$ cat src/rtl/dm_param_if.sv
// Request/response bundle for the parametrised data memory.
// The master drives a request; the slave returns ready, load data and status pulses.
interface dm_param_if #(
    parameter int ADDR_W = 32
);
    logic              req;
    logic [1:0]        op;
    logic [1:0]        size;
    logic              unsgn;
    logic [ADDR_W-1:0] ad;
    logic [31:0]       wr_data;
    logic              ready;
    logic              rd_valid;
    logic [31:0]       dm;
    logic              misalign;

    modport master (
        output req, op, size, unsgn, ad, wr_data,
        input  ready, rd_valid, dm, misalign
    );

    modport slave (
        input  req, op, size, unsgn, ad, wr_data,
        output ready, rd_valid, dm, misalign
    );
endinterface

$ cat src/rtl/dm_param.sv
// Parametrised byte-addressed 32-bit data memory with sized loads/stores,
// misalignment detection, a registered read port, an LR/SC reservation and
// an optional post-reset clear sequencer.
module dm_param #(
    parameter int DEPTH          = 64,
    parameter int ADDR_W         = 32,
    parameter bit CLEAR_ON_RESET = 1'b1
) (
    input  logic        clk,
    input  logic        rst_n,
    dm_param_if.slave   bus
);
    localparam int IDX_W = $clog2(DEPTH);

    localparam logic [1:0] OP_LOAD  = 2'd0;
    localparam logic [1:0] OP_STORE = 2'd1;
    localparam logic [1:0] OP_LR    = 2'd2;
    localparam logic [1:0] OP_SC    = 2'd3;

    typedef enum logic {
        ST_CLEAR = 1'b0,
        ST_IDLE  = 1'b1
    } state_t;

    localparam state_t RST_STATE = CLEAR_ON_RESET ? ST_CLEAR : ST_IDLE;

    state_t             state_r;
    state_t             state_s;
    logic [IDX_W-1:0]   clr_ptr_r;
    logic [31:0]        mem_r [DEPTH];
    logic [31:0]        dm_r;
    logic [31:0]        dm_s;
    logic               rd_valid_r;
    logic               rd_valid_s;
    logic               misalign_r;
    logic               misalign_s;
    logic               resv_valid_r;
    logic               resv_valid_s;
    logic [IDX_W-1:0]   resv_addr_r;
    logic [IDX_W-1:0]   resv_addr_s;

    logic [IDX_W-1:0]   idx_s;
    logic [1:0]         lane_s;
    logic               accept_s;
    logic [31:0]        rd_word_s;
    logic               word_sz_s;
    logic               misal_s;
    logic               resv_hit_s;
    logic [3:0]         be_s;
    logic [31:0]        wd_s;
    logic               mem_we_s;

    // Pick the addressed lane(s) out of a word and sign/zero extend them.
    function automatic logic [31:0] load_extract(input logic [31:0] word,
                                                 input logic [1:0]  lane,
                                                 input logic [1:0]  size,
                                                 input logic        unsgn);
        logic [7:0]  b;
        logic [15:0] h;
        logic [31:0] r;
        b = word[{lane, 3'b000} +: 8];
        h = word[{lane[1], 4'b0000} +: 16];
        case (size)
            2'd0:    r = unsgn ? {24'h000000, b} : {{24{b[7]}}, b};
            2'd1:    r = unsgn ? {16'h0000, h} : {{16{h[15]}}, h};
            default: r = word;
        endcase
        return r;
    endfunction

    // Address bits above the word index are deliberately ignored (wrap-around).
    generate
        if (ADDR_W > IDX_W + 2) begin : g_hi
            logic unused_hi_s;
            assign unused_hi_s = ^bus.ad[ADDR_W-1:IDX_W+2];
        end
    endgenerate

    assign idx_s     = bus.ad[IDX_W+1:2];
    assign lane_s    = bus.ad[1:0];
    assign accept_s  = bus.req && (state_r == ST_IDLE);
    assign rd_word_s = mem_r[idx_s];

    // Decode access width, alignment, reservation match and store lane enables.
    always_comb begin
        word_sz_s  = bus.op[1] || bus.size[1];
        resv_hit_s = resv_valid_r && (resv_addr_r == idx_s);
        if (word_sz_s) begin
            misal_s = (lane_s != 2'b00);
        end else if (bus.size == 2'd1) begin
            misal_s = lane_s[0];
        end else begin
            misal_s = 1'b0;
        end
        if (word_sz_s) begin
            be_s = 4'b1111;
            wd_s = bus.wr_data;
        end else if (bus.size == 2'd1) begin
            be_s = lane_s[1] ? 4'b1100 : 4'b0011;
            wd_s = {2{bus.wr_data[15:0]}};
        end else begin
            be_s = 4'b0001 << lane_s;
            wd_s = {4{bus.wr_data[7:0]}};
        end
        mem_we_s = accept_s && !misal_s &&
                   ((bus.op == OP_STORE) || ((bus.op == OP_SC) && resv_hit_s));
    end

    // Next-state logic: sweep every word once in CLEAR, then serve requests.
    always_comb begin
        state_s = state_r;
        case (state_r)
            ST_CLEAR: begin
                if (clr_ptr_r == IDX_W'(DEPTH - 1)) begin
                    state_s = ST_IDLE;
                end else begin
                    state_s = ST_CLEAR;
                end
            end
            ST_IDLE:  state_s = ST_IDLE;
            default:  state_s = RST_STATE;
        endcase
    end

    // Response and reservation next values for an accepted request.
    always_comb begin
        dm_s         = dm_r;
        rd_valid_s   = 1'b0;
        misalign_s   = 1'b0;
        resv_valid_s = resv_valid_r;
        resv_addr_s  = resv_addr_r;
        if (accept_s) begin
            if (misal_s) begin
                misalign_s = 1'b1;
                if (bus.op != OP_STORE) begin
                    rd_valid_s = 1'b1;
                    dm_s       = 32'h0000_0000;
                end else begin
                    rd_valid_s = 1'b0;
                end
            end else begin
                case (bus.op)
                    OP_LOAD: begin
                        rd_valid_s = 1'b1;
                        dm_s       = load_extract(rd_word_s, lane_s, bus.size, bus.unsgn);
                    end
                    OP_STORE: begin
                        if (resv_hit_s) begin
                            resv_valid_s = 1'b0;
                        end else begin
                            resv_valid_s = resv_valid_r;
                        end
                    end
                    OP_LR: begin
                        rd_valid_s   = 1'b1;
                        dm_s         = rd_word_s;
                        resv_valid_s = 1'b1;
                        resv_addr_s  = idx_s;
                    end
                    OP_SC: begin
                        rd_valid_s   = 1'b1;
                        dm_s         = resv_hit_s ? 32'h0000_0000 : 32'h0000_0001;
                        resv_valid_s = 1'b0;
                    end
                    default: begin
                        rd_valid_s = 1'b0;
                    end
                endcase
            end
        end else begin
            dm_s = dm_r;
        end
    end

    // Control state, clear pointer, registered outputs and reservation.
    always_ff @(posedge clk or negedge rst_n) begin
        if (!rst_n) begin
            state_r      <= RST_STATE;
            clr_ptr_r    <= '0;
            dm_r         <= 32'h0000_0000;
            rd_valid_r   <= 1'b0;
            misalign_r   <= 1'b0;
            resv_valid_r <= 1'b0;
            resv_addr_r  <= '0;
        end else begin
            state_r      <= state_s;
            if (state_r == ST_CLEAR) begin
                clr_ptr_r <= clr_ptr_r + IDX_W'(1);
            end
            dm_r         <= dm_s;
            rd_valid_r   <= rd_valid_s;
            misalign_r   <= misalign_s;
            resv_valid_r <= resv_valid_s;
            resv_addr_r  <= resv_addr_s;
        end
    end

    // Storage array: clear sweep or byte-lane write; no reset so it maps to RAM.
    always_ff @(posedge clk) begin
        if (rst_n) begin
            if (state_r == ST_CLEAR) begin
                mem_r[clr_ptr_r] <= 32'h0000_0000;
            end else if (mem_we_s) begin
                for (int i = 0; i < 4; i++) begin
                    if (be_s[i]) begin
                        mem_r[idx_s][8*i +: 8] <= wd_s[8*i +: 8];
                    end
                end
            end
        end
    end

    assign bus.ready    = (state_r == ST_IDLE);
    assign bus.rd_valid = rd_valid_r;
    assign bus.dm       = dm_r;
    assign bus.misalign = misalign_r;
endmodule

$ cat src/flat_wrapper.sv
// flat-port wrapper written by rule: the top's interface ports become plain ports
module dm_param_flat 
#(
    parameter int DEPTH          = 64,
    parameter int ADDR_W         = 32,
    parameter bit CLEAR_ON_RESET = 1'b1
)
  (clk, rst_n, bus_req, bus_op, bus_size, bus_unsgn, bus_ad, bus_wr_data, bus_ready, bus_rd_valid, bus_dm, bus_misalign);
  dm_param_if #(.ADDR_W(ADDR_W)) bus_i ();
  input  logic clk;
  input  logic rst_n;
  input wire logic [$bits(bus_i.req)-1:0] bus_req;
  input wire logic [$bits(bus_i.op)-1:0] bus_op;
  input wire logic [$bits(bus_i.size)-1:0] bus_size;
  input wire logic [$bits(bus_i.unsgn)-1:0] bus_unsgn;
  input wire logic [$bits(bus_i.ad)-1:0] bus_ad;
  input wire logic [$bits(bus_i.wr_data)-1:0] bus_wr_data;
  output wire logic [$bits(bus_i.ready)-1:0] bus_ready;
  output wire logic [$bits(bus_i.rd_valid)-1:0] bus_rd_valid;
  output wire logic [$bits(bus_i.dm)-1:0] bus_dm;
  output wire logic [$bits(bus_i.misalign)-1:0] bus_misalign;
  assign bus_i.req = bus_req;
  assign bus_i.op = bus_op;
  assign bus_i.size = bus_size;
  assign bus_i.unsgn = bus_unsgn;
  assign bus_i.ad = bus_ad;
  assign bus_i.wr_data = bus_wr_data;
  assign bus_ready = bus_i.ready;
  assign bus_rd_valid = bus_i.rd_valid;
  assign bus_dm = bus_i.dm;
  assign bus_misalign = bus_i.misalign;
  dm_param #(.DEPTH(DEPTH), .ADDR_W(ADDR_W), .CLEAR_ON_RESET(CLEAR_ON_RESET)) u_core (.clk(clk), .rst_n(rst_n), .bus(bus_i));
endmodule
$ cat config.mk
export PLATFORM = sky130hd
export DESIGN_NAME = dm_param_flat
export DESIGN_NICKNAME = d
export VERILOG_FILES = /design/src/rtl/dm_param_if.sv /design/src/rtl/dm_param.sv /design/src/flat_wrapper.sv
export SDC_FILE = /design/constraint.sdc
export NUM_CORES = 2
export LEC_CHECK = 0
export BUFFER_PORTS_ARGS = -buffer_cell sky130_fd_sc_hd__buf_4
export CORE_ASPECT_RATIO = 1.4
export CORE_MARGIN = 2
export CORE_UTILIZATION = 60
export DETAILED_ROUTE_END_ITERATION = 16
export PLACE_DENSITY = 0.83
export SETUP_SLACK_MARGIN = 0.02
export SYNTH_ARGS = -nofsm -noshare
export SYNTH_HDL_FRONTEND = slang
export SYNTH_SLANG_ARGS = --single-unit
$ cat constraint.sdc
create_clock -name clk -period 7.6 [get_ports clk]
set_clock_uncertainty 0.2 [all_clocks]
set_input_delay 1.52 -clock clk [delete_from_list [all_inputs] [get_ports clk]]
set_output_delay 1.52 -clock clk [all_outputs]
set_load 0.1 [all_outputs]
# Word-level counts from Yosys, hierarchy flattened
# Memories as Yosys holds them, arrays and structs flattened.
# Cells that the tools add are included.
totals:
  regBits: 48
  latchBits: 0
  ramBits: 2048
  romBits: 0
  inputBits: 72
  memories: 1
op_classes:
  n_addsub: 1
  n_mul: 0
  div: 0
  n_lt_le_gt_ge: 0
  n_eq_ne: 9
  shift: 3
  n_mux: 50
  bitwise: 2
  reduce_logical: 18
memory_table:
  columns: ["name", "words", "word_bits", "rd", "rd_clocked_by_memory_dff", "write_ports", "line_no", "source"]
  rows:
  - ["u_core.mem_r", 64, 32, 1, 0, 1, "dm_param.sv:30", "logic [31:0] mem_r [DEPTH];"]
ops:
  columns: ["op", "n"]
  rows:
  - ["$mux W32", 7]
  - ["$pmux W32 S3", 1]
  - ["$pmux W32 S2", 1]
  - ["$mux W1", 34]
  - ["$reduce_or A32 Y1", 1]
  - ["$shiftx A32 B6 Y16", 1]
  - ["$shiftx A32 B6 Y8", 1]
  - ["$mux W4", 4]
  - ["$add A6 B1 Y6 const B", 1]
  - ["$eq A6 B6 Y1", 1]
  - ["$eq A6 B6 Y1 const B", 1]
  - ["$mux W6", 1]
  - ["$reduce_and A3 Y1", 2]
  - ["$logic_and A1 B1 Y1", 5]
  - ["$eq A2 B1 Y1 const B", 2]
  - ["$eq A2 B2 Y1 const B", 2]
  - ["$logic_not A2 Y1", 2]
  - ["$ne A2 B1 Y1 const B", 2]
  - ["$reduce_and A4 Y1", 1]
  - ["$reduce_bool A4 Y1", 1]
  - ["$shl A1 B2 Y4 const A", 1]
  - ["$pmux W1 S3", 1]
  - ["$reduce_bool A3 Y1", 1]
  - ["$reduce_or A3 Y1", 1]
  - ["other kinds (6)", 8]

# Longest topological paths before layout
depth:
  depth_word: 12
  mapped_depth: 14

# Worst setup path before layout
# No wires, ideal clock.
synth_path:
  path_kind: "input to register"
  start: "input bus_ad[2]"
  end: "memory u_core.mem_r[0][25] (data pin)"
  setup_time_ps: 721
  arrival_ps: 6298
  t_required_ps: 6679
  slack_ps: 381
  path_stages: 12
  path_buffers: 6
  cell_sequence: "buf_4 > buf_6 > buf_4 > buf_4 > xnor2_1 > nand3_1 > nor4_1 > nand2_1 > a211o_1 > buf_1 > clkbuf_1 > a211oi_1"
synth_between:
  elab_chain_cells: 11
synth_rtl:
  columns: ["element", "line_no", "source"]
  rows:
  - ["from (decl)", "flat_wrapper.sv:16", "input wire logic [$bits(bus_i.ad)-1:0] bus_ad;"]
  - ["$eq A6 B6 Y1 (*)", "dm_param.sv:87", "resv_hit_s = resv_valid_r && (resv_addr_r == idx_s);"]
  - ["$logic_and A1 B1 Y1 (*)", "dm_param.sv:87", null]
  - ["$logic_and A1 B1 Y1 (*)", "dm_param.sv:106", "((bus.op == OP_STORE) || ((bus.op == OP_SC) && resv_hit_s));"]
  - ["$logic_or A1 B1 Y1 (*)", "dm_param.sv:106", null]
  - ["$logic_and A1 B1 Y1 (*)", "dm_param.sv:105", "mem_we_s = accept_s && !misal_s &&"]
  - ["$mux W1", "dm_param.sv:203", "end else if (mem_we_s) begin"]
  - ["$mux W1", "dm_param.sv:201", "if (state_r == ST_CLEAR) begin"]
  - ["$mux W1", "dm_param.sv:200", "if (rst_n) begin"]
  - ["$mux W1 (implied by the code)", "dm_param.sv:206", "mem_r[idx_s][8*i +: 8] <= wd_s[8*i +: 8];"]
  - ["$reduce_or A32 Y1 (no source line) (*)", null, null]
  - ["$mux W32 (no source line) (*)", null, null]
  - ["to (decl)", "dm_param.sv:30", null]
# Mark *: on every way between the ends. The rest lies on a longest branch, timed or not.

# Worst setup path in the final report
layout_path:
  start: "input bus_ad[3]"
  end: "memory u_core.mem_r[49][2], enable pin"
layout_between:
  elab_chain_cells: 11
layout_rtl:
  columns: ["element", "line_no"]
  rows:
  - ["$eq A6 B6 Y1", "dm_param.sv:87"]
  - ["$logic_and A1 B1 Y1", "dm_param.sv:87"]
  - ["$logic_and A1 B1 Y1", "dm_param.sv:106"]
  - ["$logic_or A1 B1 Y1", "dm_param.sv:106"]
  - ["$logic_and A1 B1 Y1", "dm_param.sv:105"]
  - ["$mux W1", "dm_param.sv:203"]
  - ["$mux W1", "dm_param.sv:201"]
  - ["$mux W1", "dm_param.sv:200"]
  - ["$mux W1 (implied by the code)", "dm_param.sv:206"]
  - ["$reduce_or A32 Y1 (no source line)", null]
  - ["$mux W6 (no source line) or $mux W4 (tied branches)", null]
# Several ways; a longest one is shown, not always the timed one.

==> summary.txt <==
Run status
  – Status: finished, final reports clean

Die
  – Die Area: 140000 µm²
  – FP Rows: 161
  – I/O pin count: 107
  – Die W: 317 µm
  – Die Y: 443 µm
  – Starting density of the core: 60.2%
  – Core Footprint: 137000 µm²

Placed design
  – Post-DP HPWL: 126000 µm
  – GP Congestion: 0.926
  – IO Port Bufs: 82
  – Inst Count DP: 5688
  – Cell area after placement: 85400 µm²

Clock tree
  – CTS tree: done
  – Worst skew pair latency: 0.83 ns
  – Hold buffers post-CTS: 0
  – Resize count post-CTS: 0
  – Root buf cell: clkbuf_16
  – Clock slew at reported path FFs: 0.07 ns
  – CTS buffer count: 175
  – H-tree depth: 4
  – Max clock buf depth: 3
  – Setup Fix Bufs, Post-CTS: 0
  – # clock sinks: 2096

STA
  – Crit path time final: 5.98 ns
  – Sum of negative setup slack: 0 ns
  – Fmax: 0.167 GHz
  – Final Max Slew Viols: 0
  – Unrepaired setup endpoints after global routing: no
  – Final Cycle Share: 78.6%
  – Slew margin rel.: 10.6%
  – Actual slew at the worst max-slew pin: 1.34 ns
  – Setup Viol. Count Final: 0
  – Final hold vios: 0

Final layout
  – Area Overhead vs Synth: 10.7%
  – Design area: 91300 µm²
  – Finished Layout Cells: 6020
  – Utilization after layout: 66.7%
  – Ratio of cells with drive above 1 in the final layout: 24.8%
  – Nets: 4145

Power and ir drop
  – Leak: 24.7 nW
  – VDD IR-drop max: 182 µV
  – Pwr Density: 247 nW/µm²

Worst hold path
  – Hold Startpoint: u_core.bus.dm[6]$_DFFE_PN0P_
  – WHS Endpoint: u_core.bus.dm[6]$_DFFE_PN0P_
  – Hold Path Class: flip-flop to flip-flop
  – Hold path depth: 1

Drt
  – Via/cell ratio: 7.13
  – Routed len/inst: 35.6 µm
  – Post-route ant nets: 0
  – DRT Wirelength: 214000 µm
  – DRC Markers: 0
  – DRT Pass-1 Iters: 7
  – Via count: 42900
  – 1st-iter DRT viols: 6180

Setup path
  – Max Fanout on Critical Path: 57
  – Reg-to-reg critical path endpoint: u_core.mem_r[16][12]$_DFFE_PP_
  – CP Data Arrival Time: 6.21 ns
  – Worst EP required: 7.84 ns
  – Crit path cell chain: buf_8 > buf_4 > nor2_2 > buf_4 > nand2_1 > mux2i_1 > nand2_1 > nor2_1
  – FF-to-FF setup slack: 2.67 ns
  – R2r worst-path depth: 9
  – Worst r2r src: u_core.resv_addr_r[1]$_DFFE_PN0P_
  – Slowest CP cell: nor2_1
  – Critical path class: input port to flip-flop
  – Critical Path Max Stage Delay: 0.99 ns
  – Setup crit start kind: input port
  – CP Capture Type: flip-flop

Synthesis
  – #FFs+latches synth: 2096
  – Share of synthesized area occupied by flip-flops and latches: 76.0%
  – Netlist cell types: 64
  – YS warnings: 0
  – Post-synth ARST share: 2.29%
  – Mapped Cells: 3957
  – Synthesized Nets: 4030
  – Main synth FF type: edfxtp_1
  – Post-Syn Area: 82500 µm²
  – Syn_area_per_cell: 20.8 µm²
  – Post-synth EDFFs: 2048

Global route
  – Gr usage total: 30.9%
  – GR Layer Usage met2: 49.4%
  – Pin count of the biggest net entering global routing: 95
  – Vias in the first global route: 43200
  – Busiest grt layer: met2
  – Total gr overflow: 0
  – Global-route wire length before repair: 305000 µm
  – Met3 usage: 9.07%
  – GR Layer Usage met1: 38.2%
  – Antenna violations before repair: 13

Run
  – Max-cap violations: 0
worst max-delay path: cells and delay by family:
family,cells,cell delay (ns)
buffers and inverters,3,1.11
and+or+nand+nor,4,2.78
muxes,1,0.73
worst max path at each step:
| stage | from | to | slack (ns) | depth (start not counted) |
|---|---|---|---|---|
| after floorplan | bus_ad[2] | u_core.mem_r[0][25]$_DFFE_PP_ | 0.38 | 12 |
| after global placement | bus_ad[5] | u_core.mem_r[21][11]$_DFFE_PP_ | 1.22 | 10 |
| after detailed placement | bus_ad[5] | u_core.mem_r[9][13]$_DFFE_PP_ | 0.99 | 10 |
| after CTS | bus_ad[5] | u_core.mem_r[9][13]$_DFFE_PP_ | 1.86 | 10 |
| after global routing | bus_ad[5] | u_core.mem_r[9][13]$_DFFE_PP_ | 1.59 | 10 |
| final | bus_ad[3] | u_core.mem_r[49][2]$_DFFE_PP_ | 1.62 | 8 |
registers in the layout (all words and copies together) (netlist names):
| register | count |
|---|---|
| u_core.mem_r | 2048 |
| u_core.bus.dm | 32 |
| u_core.clr_ptr_r | 6 |
| u_core.resv_addr_r | 6 |
| u_core.bus.misalign | 1 |
| u_core.bus.rd_valid | 1 |
| u_core.bus.ready | 1 |
| u_core.resv_valid_r | 1 |
stage by stage:
step / hold WS, ns / setup slack (ns) / power [mW]
2_1_floorplan: 0.269 / 0.381 / 13.2
3_3_place_gp: 0.272 / 1.22 / 13.4
3_5_place_dp: 0.286 / 0.986 / 13.4
4_1_cts: 0.301 / 1.86 / 22.5
5_1_grt: 0.321 / 1.59 / 22.9
6_report: 0.298 / 1.62 / 22.5
layer usage:
metal / share of wire [%] / up-vias / wire length, µm
li1: - / 16600 / -
met1: 32 / 22200 / 69200
met2: 49 / 3390 / 106000
met3: 12 / 757 / 25100
met4: 6.5 / 22 / 13900
met5: 0.067 / - / 144
report_power, final:
group          switching [mW]  internal (mW)
logic                   0.461          0.252
clock network            4.16           5.19
registers                   0           12.5
cells in the mapped netlist (all sizes together), types with 3 or more instances:
master	number	share of area, %
xnor2	9	0.096
nor3	12	0.073
and3	3	0.023
o221ai	8	0.085
a32oi	19	0.20
and2	4	0.030
clkbuf	115	0.52
o211ai	11	0.10
nand2b	14	0.11
mux4	541	15
nand3	33	0.20
a22o	6	0.064
edfxtp	2048	75
nor2	335	1.5
mux2i	170	2.1
nand3b	3	0.027
or3	3	0.023
o22ai	6	0.046
mux2	22	0.30
nor4	4	0.030
o21ai	21	0.14
a211o	6	0.064
buf	115	0.78
inv	13	0.059
dfrtp	48	1.5
a211oi	15	0.14
nor2b	9	0.068
nand4	5	0.038
a221o	14	0.17
a21o	4	0.036
a21oi	41	0.25
nand2	188	0.86
a22oi	63	0.57
a221oi	18	0.19
kinds of logic (layout without fill, tap and decap cells):
kind of cell | after synthesis | after routing | share of synthesized area, %
flip-flops | 2096 | 2096 | 76.0
multiplexers | 733 | 733 | 17.1
AND/OR/NAND/NOR | 621 | 621 | 3.08
AO/OA/AOI/OAI | 252 | 252 | 2.27
buffers and inverters | 243 | 507 | 1.36
XOR/XNOR | 11 | 11 | 0.117
adder cells (fa/ha/maj) | 1 | 1 | 0.0152
other | 0 | 6 | 0
cells in the final DEF, fill, tap and decap left out, types with 9 or more instances in the layout:
| cell type | n |
|---|---|
| clkbuf_1 | 28 |
| mux2_2 | 22 |
| mux4_2 | 541 |
| nor2_4 | 9 |
| o21ai_0 | 11 |
| o211ai_1 | 11 |
| a221o_1 | 14 |
| clkinvlp_4 | 11 |
| inv_1 | 12 |
| nor3_1 | 11 |
| a21oi_1 | 25 |
| clkinv_2 | 30 |
| bufinv_16 | 24 |
| xnor2_1 | 9 |
| clkinv_1 | 33 |
| nand3_1 | 33 |
| a21oi_4 | 16 |
| dfrtp_1 | 48 |
| edfxtp_1 | 2048 |
| mux2i_1 | 170 |
| buf_4 | 159 |
| a221oi_1 | 18 |
| nand2_1 | 188 |
| nor2_1 | 324 |
| nand2b_1 | 14 |
| clkbuf_16 | 179 |
| a32oi_1 | 19 |
| a22oi_1 | 63 |
cell type report:
cell class | count | area, µm²
well taps | 1793 | 2240
clock inverters | 117 | 1310
diodes | 6 | 15.0
multi-input cells | 1618 | 19000
flip-flops and latches | 2096 | 62700
fillers | 7938 | 45700
repair buffers | 168 | 1360
clock buffers | 209 | 4610
inverters | 13 | 56.3
No activity file was read; power rests on OpenSTA's default activity.
